==> src/rtl/alu_pkg.sv <==
// Shared constants and encodings for the 16-bit bitwise logic datapath.
// Used by the register file and the operand stage that feeds the logic units.
package alu_pkg;

  localparam int DATA_W = 16;
  localparam int NREGS  = 8;
  localparam int ADDR_W = $clog2(NREGS);
  localparam int OP_W   = 2;

  typedef enum logic [OP_W-1:0] {
    OP_AND = 2'd0,
    OP_OR  = 2'd1,
    OP_XOR = 2'd2,
    OP_NOT = 2'd3
  } logic_op_e;

  // The operand pipeline register is either empty or holds one operand set.
  typedef enum logic {
    ST_EMPTY = 1'b0,
    ST_FULL  = 1'b1
  } opnd_state_e;

endpackage

==> src/rtl/regfile_8x16.sv <==
// 8x16 general register file: R0 hardwired to zero, one write port and two
// combinational read ports that forward a same-cycle write.
import alu_pkg::*;

module regfile_8x16 (
  input  logic              clk,
  input  logic              rst,
  input  logic              wr_en,
  input  logic [ADDR_W-1:0] wr_addr,
  input  logic [DATA_W-1:0] wr_data,
  input  logic [ADDR_W-1:0] rd_addr_a,
  input  logic [ADDR_W-1:0] rd_addr_b,
  output logic [DATA_W-1:0] rd_data_a,
  output logic [DATA_W-1:0] rd_data_b
);

  logic [DATA_W-1:0] regs [NREGS];
  logic              wr_live;

  // Writes to R0 are dropped so regs[0] stays at its reset value of zero.
  assign wr_live = wr_en && (wr_addr != '0);

  always_ff @(posedge clk) begin
    if (rst) begin
      for (int i = 0; i < NREGS; i++) begin
        regs[i] <= '0;
      end
    end else if (wr_live) begin
      regs[wr_addr] <= wr_data;
    end
  end

  // Bypass lets a reader see the value being written this same cycle.
  assign rd_data_a = (rd_addr_a == '0)                  ? '0      :
                     (wr_live && (wr_addr == rd_addr_a)) ? wr_data :
                                                           regs[rd_addr_a];

  assign rd_data_b = (rd_addr_b == '0)                  ? '0      :
                     (wr_live && (wr_addr == rd_addr_b)) ? wr_data :
                                                           regs[rd_addr_b];

endmodule

==> src/rtl/regfile_operand_stage.sv <==
// Operand stage for the logic units: reads two sources from the register
// file and holds operand pair plus opcode in an output pipeline register.
import alu_pkg::*;

module regfile_operand_stage (
  input  logic              clk,
  input  logic              rst,
  input  logic              wr_en,
  input  logic [ADDR_W-1:0] wr_addr,
  input  logic [DATA_W-1:0] wr_data,
  input  logic              issue_valid,
  output logic              issue_ready,
  input  logic [ADDR_W-1:0] rs_a,
  input  logic [ADDR_W-1:0] rs_b,
  input  logic [OP_W-1:0]   issue_op,
  output logic              opnd_valid,
  input  logic              opnd_ready,
  output logic [DATA_W-1:0] opnd_a,
  output logic [DATA_W-1:0] opnd_b,
  output logic [OP_W-1:0]   opnd_op
);

  // Handshake: a transfer happens on a rising edge where valid & ready are
  // both high. A valid producer holds its payload stable until that edge;
  // ready may depend combinationally on the consumer's ready, never on valid.
  opnd_state_e       state;
  opnd_state_e       state_next;
  logic              accept;
  logic [DATA_W-1:0] rd_a;
  logic [DATA_W-1:0] rd_b;

  regfile_8x16 u_regfile (
    .clk       (clk),
    .rst       (rst),
    .wr_en     (wr_en),
    .wr_addr   (wr_addr),
    .wr_data   (wr_data),
    .rd_addr_a (rs_a),
    .rd_addr_b (rs_b),
    .rd_data_a (rd_a),
    .rd_data_b (rd_b)
  );

  assign opnd_valid  = (state == ST_FULL);
  assign issue_ready = (state == ST_EMPTY) || opnd_ready;
  assign accept      = issue_valid && issue_ready;

  always_comb begin
    state_next = state;
    case (state)
      ST_EMPTY: if (accept) state_next = ST_FULL;
      ST_FULL:  if (opnd_ready && !accept) state_next = ST_EMPTY;
      default:  state_next = ST_EMPTY;
    endcase
  end

  // Captured operands are a snapshot; later writes do not refresh them.
  always_ff @(posedge clk) begin
    if (rst) begin
      state   <= ST_EMPTY;
      opnd_a  <= '0;
      opnd_b  <= '0;
      opnd_op <= '0;
    end else begin
      state <= state_next;
      if (accept) begin
        opnd_a  <= rd_a;
        opnd_b  <= rd_b;
        opnd_op <= issue_op;
      end
    end
  end

endmodule

==> config.mk <==
export PLATFORM = sky130hd
export DESIGN_NAME = regfile_operand_stage
export DESIGN_NICKNAME = d
export VERILOG_FILES = /design/src/rtl/alu_pkg.sv /design/src/rtl/regfile_8x16.sv /design/src/rtl/regfile_operand_stage.sv
export SDC_FILE = /design/constraint.sdc
export NUM_CORES = 1
export LEC_CHECK = 0
export CAP_MARGIN = 0
export CORE_UTILIZATION = 50
export CTS_BUF_LIST = sky130_fd_sc_hd__clkbuf_8
export DETAILED_ROUTE_END_ITERATION = 7
export PLACE_DENSITY = 0.71
export SLEW_MARGIN = 10
export SYNTH_ARGS = -nofsm -noshare
export SYNTH_HDL_FRONTEND = slang
export SYNTH_HIERARCHICAL = 1
export SYNTH_SLANG_ARGS = --single-unit
export TNS_END_PERCENT = 1
==> constraint.sdc <==
create_clock -name clk -period 2.65 [get_ports clk]
set_input_delay 0.53 -clock clk [delete_from_list [all_inputs] [get_ports clk]]
set_output_delay 0.53 -clock clk [all_outputs]
set_load 0.005 [all_outputs]
# ---- Yosys cells after proc, flatten, opt, wreduce, memory -nomap -nowiden
# Memory sizes are Yosys's and may differ from the RTL's.
# Cells that the tools add are included.
dict set report totals {
  ff_bits 35
  mem_bits_rw 128
  output_inout_bits 36
  wordCells 34
  mem_count 1
}
dict set report classes {
  n_eq_ne 2
  mux 15
  bitwise_logic 1
  n_reduce_logical 11
}
# name words word_bits rd rd_clocked_by_memory_dff write_ports line
set mem_list {}
lappend mem_list {u_regfile.regs 8 16 2 0 8 regfile_8x16.sv:17} ;# logic [DATA_W-1:0] regs [NREGS];
# cell n
set op_table {}
lappend op_table {{2-to-1 mux 16 bit} 5}
lappend op_table {{OR reduction 16 bit} 1}
lappend op_table {{2-to-1 mux 1 bit} 8}
lappend op_table {{equality test 3 bit} 2}
lappend op_table {{logical NOT 3 bit} 2}
lappend op_table {{logical AND 1 bit} 5}
lappend op_table {{2-to-1 mux 3 bit} 1}
lappend op_table {{nonzero test 3 bit} 1}
lappend op_table {{case mux 1 bit (2 select lines)} 1}
lappend op_table {{logical NOT 1 bit} 1}
lappend op_table {{logical OR 1 bit} 1}
lappend op_table {{inverter 1 bit} 1}

# ---- Depth between registers and ports, before layout
dict set report depth {
  word_depth 7
  mapped_depth 9
  ltp_nobuf 6
}

# ---- Hierarchy
# Netlist, hierarchy kept.
# mod n_inst cells_per_inst area_each_um2 seq_area_each_um2
set by_module_without_submodules {}
lappend by_module_without_submodules {regfile_8x16 1 538 6756.5 3393.3}
lappend by_module_without_submodules {regfile_operand_stage 1 160 1659.1 700.7}

# ---- Worst setup path before layout
# No wires, ideal clock.
dict set report synth_path {
  path_kind {input port to flip-flop}
  from {input wr_addr[1]}
  to {register opnd_a[12]}
  setup_ns 0.125
  arrival_ns 1.901
  required_ns 2.525
  setup_slack_ns 0.625
  stages 7
  path_buffers 2
  cell_sequence {clkbuf_2 -> or3_4 -> a21oi_4 -> buf_8 -> mux2_4 -> nand3_1 -> a21oi_2}
}
dict set report synth_via {
  elab_chain_cells 5
  elab_cells_between_ends 6
  classes_between {eq/ne (1); mux (2); reduce/logical (3)}
}
# element line
set synth_lines {}
lappend synth_lines {{start: declaration} regfile_operand_stage.sv:9} ;# input logic [ADDR_W-1:0] wr_addr,
lappend synth_lines {{nonzero test 3 bit} regfile_8x16.sv:21} ;# assign wr_live = wr_en && (wr_addr != '0);
lappend synth_lines {{logical AND 1 bit} regfile_8x16.sv:21}
lappend synth_lines {{logical AND 1 bit *} regfile_8x16.sv:35} ;# (wr_live && (wr_addr == rd_addr_a)) ? wr_data :
lappend synth_lines {{2-to-1 mux 16 bit *} regfile_8x16.sv:35}
lappend synth_lines {{2-to-1 mux 16 bit *} regfile_8x16.sv:34} ;# assign rd_data_a = (rd_addr_a == '0) ? '0 :
lappend synth_lines {{named net rd_a[12]} regfile_operand_stage.sv:29} ;# logic [DATA_W-1:0] rd_a;
lappend synth_lines {{end signal: assignment} regfile_operand_stage.sv:67} ;# opnd_a <= rd_a;
lappend synth_lines {{end: declaration} regfile_operand_stage.sv:18} ;# output logic [DATA_W-1:0] opnd_a,
# The timed path passes the listed nets; every way through them passes the cells marked *.
# A chain may end at the register's enable or synchronous reset.

# ---- Final worst setup path
dict set report layout_path {
  from {input opnd_ready}
  to {output issue_ready}
}
dict set report layout_via {
  elab_chain_cells 1
}
# element line
set layout_lines {}
lappend layout_lines {{start: declaration} regfile_operand_stage.sv:17} ;# input logic opnd_ready,
lappend layout_lines {{logical OR 1 bit} regfile_operand_stage.sv:45} ;# assign issue_ready = (state == ST_EMPTY) || opnd_ready;
lappend layout_lines {{end: declaration} regfile_operand_stage.sv:12} ;# output logic issue_ready,
# Every way passes these cells.

==> impl_metrics.csv <==
group,metric,value,unit
floorplanning,core,0.0165,mm^2
timing,setup_viol,0,
synth,ys_ff_latch,148,
detailed_routing,vias,5672,
clocking,postCtsHoldBufs,0,
critical_path,critPathRequiredTime,2.12,ns
power,power_switching,1.38,mW
final_layout,drive_above_1_share,0.230,
placement,dp_hpwl,14200,um
clocking,clkLatencyLatePin,0.45,ns
timing,fmaxAchievable,0.470,GHz
synth,synthFlopType,"edfxtp_1",
min_path,min_path_type,"in2reg",
detailed_routing,dr.pass1.iters,5,
timing,tightestPinTransition,0.662,ns
floorplanning,die_w,132,um
power,swShare,0.262,
final_layout,fillers,1309,
global_route,grt_max_degree,70,
power,power_frac_seq,0.516,
power,p_per_area,546,mW/mm^2
floorplanning,die-area,0.0174,mm^2
clocking,post-cts-setup-buffers,0,
synth,syn_area,0.00842,mm^2
timing,report.final.slew_viol_count,0,
floorplanning,ios,68,
global_route,use_met1,0.341,
synth,ys.warnings.count,6,
final_layout,diodes,0,
timing,rsz0062_at_grt,"no",
synth,synth-edff-count,113,
critical_path,worstPathArrival,1.60,ns
power,power.internal,3.90,mW
critical_path,worstPathCellList,"clkdlybuf4s50_1, nand2b_4, clkdlybuf4s50_1",
critical_path,crit_top_cell,"clkdlybuf4s50_1",
critical_path,crit_path_end_kind,"primary output",
synth,synth_nets,730,
synth,synthCells,698,
final_layout,fin_nets,785,
synth,synth_cell_types,48,
critical_path,crit_path_start_kind,"input port",
critical_path,cpMaxStageDelayCell,"clkdlybuf4s50_1",
floorplanning,num_rows,47,
timing,max-slew-margin-rel,0.559,
power,clockPowerShare,0.319,
clocking,clk_pin_slew,0.08,ns
global_route,use_met3,0.0477,
synth,yosysTopAreaCell,"edfxtp_1",
timing,fin_skew,0.00842,ns
placement,gp_congestion,0.923,
detailed_routing,ant_nets,0,
global_route,met2_usage,0.368,
timing,setup_tns,0,ns
power,leakage,3.54,nW
synth,ys_seq_area_frac,0.486,
clocking,root_buffer,"clkbuf_8",
critical_path,critPathMaxFanout,2,
synth,synth_area_leaders,"edfxtp_1 (40%), and2_1 (8.5%), dfxtp_1 (8.3%)",
global_route,grt.overflow.total,0,
timing,fin_crit_sh,0.802,
global_route,grt_pass1_wl,31700,um
run_status,status,"completed",
floorplanning,chipHeight,132,um
detailed_routing,wl_per_cell,20.1,um
final_layout,area_delta_synth_final,15.0,%
timing,fin_crit,2.13,ns
placement,io_buffers,67,
clocking,ctsResizeCount,0,
detailed_routing,via_per_inst,5.75,
global_route,busiest_layer,"met2",
global_route,antenna_found_initial,0,
clocking,cts_tree,"done",
clocking,cts_buffers,17,
detailed_routing,drt-initial-drc-count,503,
critical_path,path_class,"in2out",
floorplanning,start_util,0.509,
power,ir_drop,0.000320,V
power,power_frac_comb,0.165,
synth,synth.top_cell.area_share,0.403,
power,p_total,5.28,mW
global_route,grt_pass1_vias,5592,
timing,hold_viol,0,
synth,avgSynthCellArea,12.1,um^2
clocking,cts_num_sinks,148,
detailed_routing,drt_wl_total,19800,um
detailed_routing,drc,0,
critical_path,worst_path_largest_cell_delay,0.49,ns
global_route,gr-usage-all-layers,0.238,
clocking,cts_max_level,4,
flow_run,maxCapViolations,0,
clocking,cts_buffer_depth,2,
final_layout,fin_util,0.586,
synth,synthArstFlopShare,0,
-- placed cells by master, fill, tap and decap left out, types with 14 or more instances in the layout --
cell type and count:
dfxtp_1 35, a21oi_2 34, a22oi_1 14, nand3_1 36, clkdlybuf4s50_1 62, buf_4 27, mux2_2 21, a21oi_1 35
a211oi_1 16, mux2i_1 35, nand2_1 32, clkbuf_8 17, mux4_2 31, and2_1 114, a21bo_1 34, edfxtp_1 113
-- synth_stat cells (2+ instances only) --
cell type    n
nand2b_1     4
a21oi_2     34
a211oi_1    16
nand3_1     36
clkbuf_1    25
edfxtp_1   113
a21oi_1     35
xnor2_1      3
a22oi_1     14
nand2_1     32
clkbuf_2     3
mux2i_1     35
mux2_4       8
mux2_2      21
or3_1        2
or2_2        7
buf_6       10
nor2_2       3
o21ai_0      5
and2b_1      5
nor3b_1      2
buf_2       18
dfxtp_1     35
nor2_1       6
and2_1     114
buf_1        2
buf_4        6
nor2b_1     10
inv_1        3
mux4_2      31
o21ai_1     10
a21bo_1     34
-- flip-flops by register name, indices dropped and copies added (netlist names) --
register        cells
opnd_a             16
u_regfile/regs    113
opnd_b             16
opnd_op             2
opnd_valid          1
-- layout make-up --
cell class / count / area, um^2 / area share
sequential: 148 / 4090 / 0.423
multi-input combinational: 482 / 3930 / 0.406
timing repair buffer: 101 / 988 / 0.102
tap: 220 / 275 / 0.0284
clock buffer: 17 / 234 / 0.0242
clock inverter: 15 / 143 / 0.0147
inverter: 3 / 11.3 / 0.00116
-- metal layers --
layer / part of all wire / wire [um]
met2: 0.47 / 9360
met1: 0.44 / 8820
met3: 0.073 / 1460
met5: 0 / 0
met4: 0.0099 / 196
-- cells by family (layout without fill, tap and decap cells) --
| logic type | after synthesis | after routing | synth area share |
|---|---|---|---|
| multiplexers | 95 | 95 | 0.167 |
| AND/OR/NAND/NOR | 227 | 227 | 0.155 |
| XOR/XNOR | 4 | 4 | 0.00416 |
| AO/OA/AOI/OAI | 155 | 155 | 0.140 |
| other | 1 | 1 | 0.000446 |
| flip-flops | 148 | 148 | 0.486 |
| buffers and inverters | 68 | 136 | 0.0464 |
-- worst max-delay path, delay by kind of cell --
family	cells	cell delay (ns)
AND/OR/NAND/NOR	1	0.12
buffers and inverters	2	0.95
-- per-stage QoR --
step | cell area (um^2) | hold slack (ns) | setup slack (ns) | instances
CTS | 9680 | 0.308 | 0.517 | 986
global route | 9680 | 0.300 | 0.466 | 986
global placement | 9300 | 0.568 | 0.108 | 954
finish | 9680 | 0.333 | 0.525 | 986
floorplan | 8420 | 0.575 | 0.625 | 698
detailed placement | 9300 | 0.567 | 0.0782 | 954
-- power groups by stage --
stage | sequential, mW | clock, mW | combinational, mW
finish | 2.73 | 1.68 | 0.871
global route | 2.74 | 1.81 | 0.931
CTS | 2.72 | 1.72 | 0.868
detailed placement | 2.78 | 0 | 0.864
global placement | 2.77 | 0 | 0.848
floorplan | 2.75 | 0 | 0.562
-- final timing paths --
path                            slack [ns]            startpoint  depth (start not counted)               endpoint
worst max-delay path                  0.52            opnd_ready                          3            issue_ready
worst min-delay path                  0.33                   rst                          1  u_regfile/regs[0][14]
worst max register to register        1.00  u_regfile/regs[5][2]                          6              opnd_a[2]
worst min register to register        0.59            opnd_b[11]                          2             opnd_b[11]
Note: power is estimated with default switching activity, not from simulation.
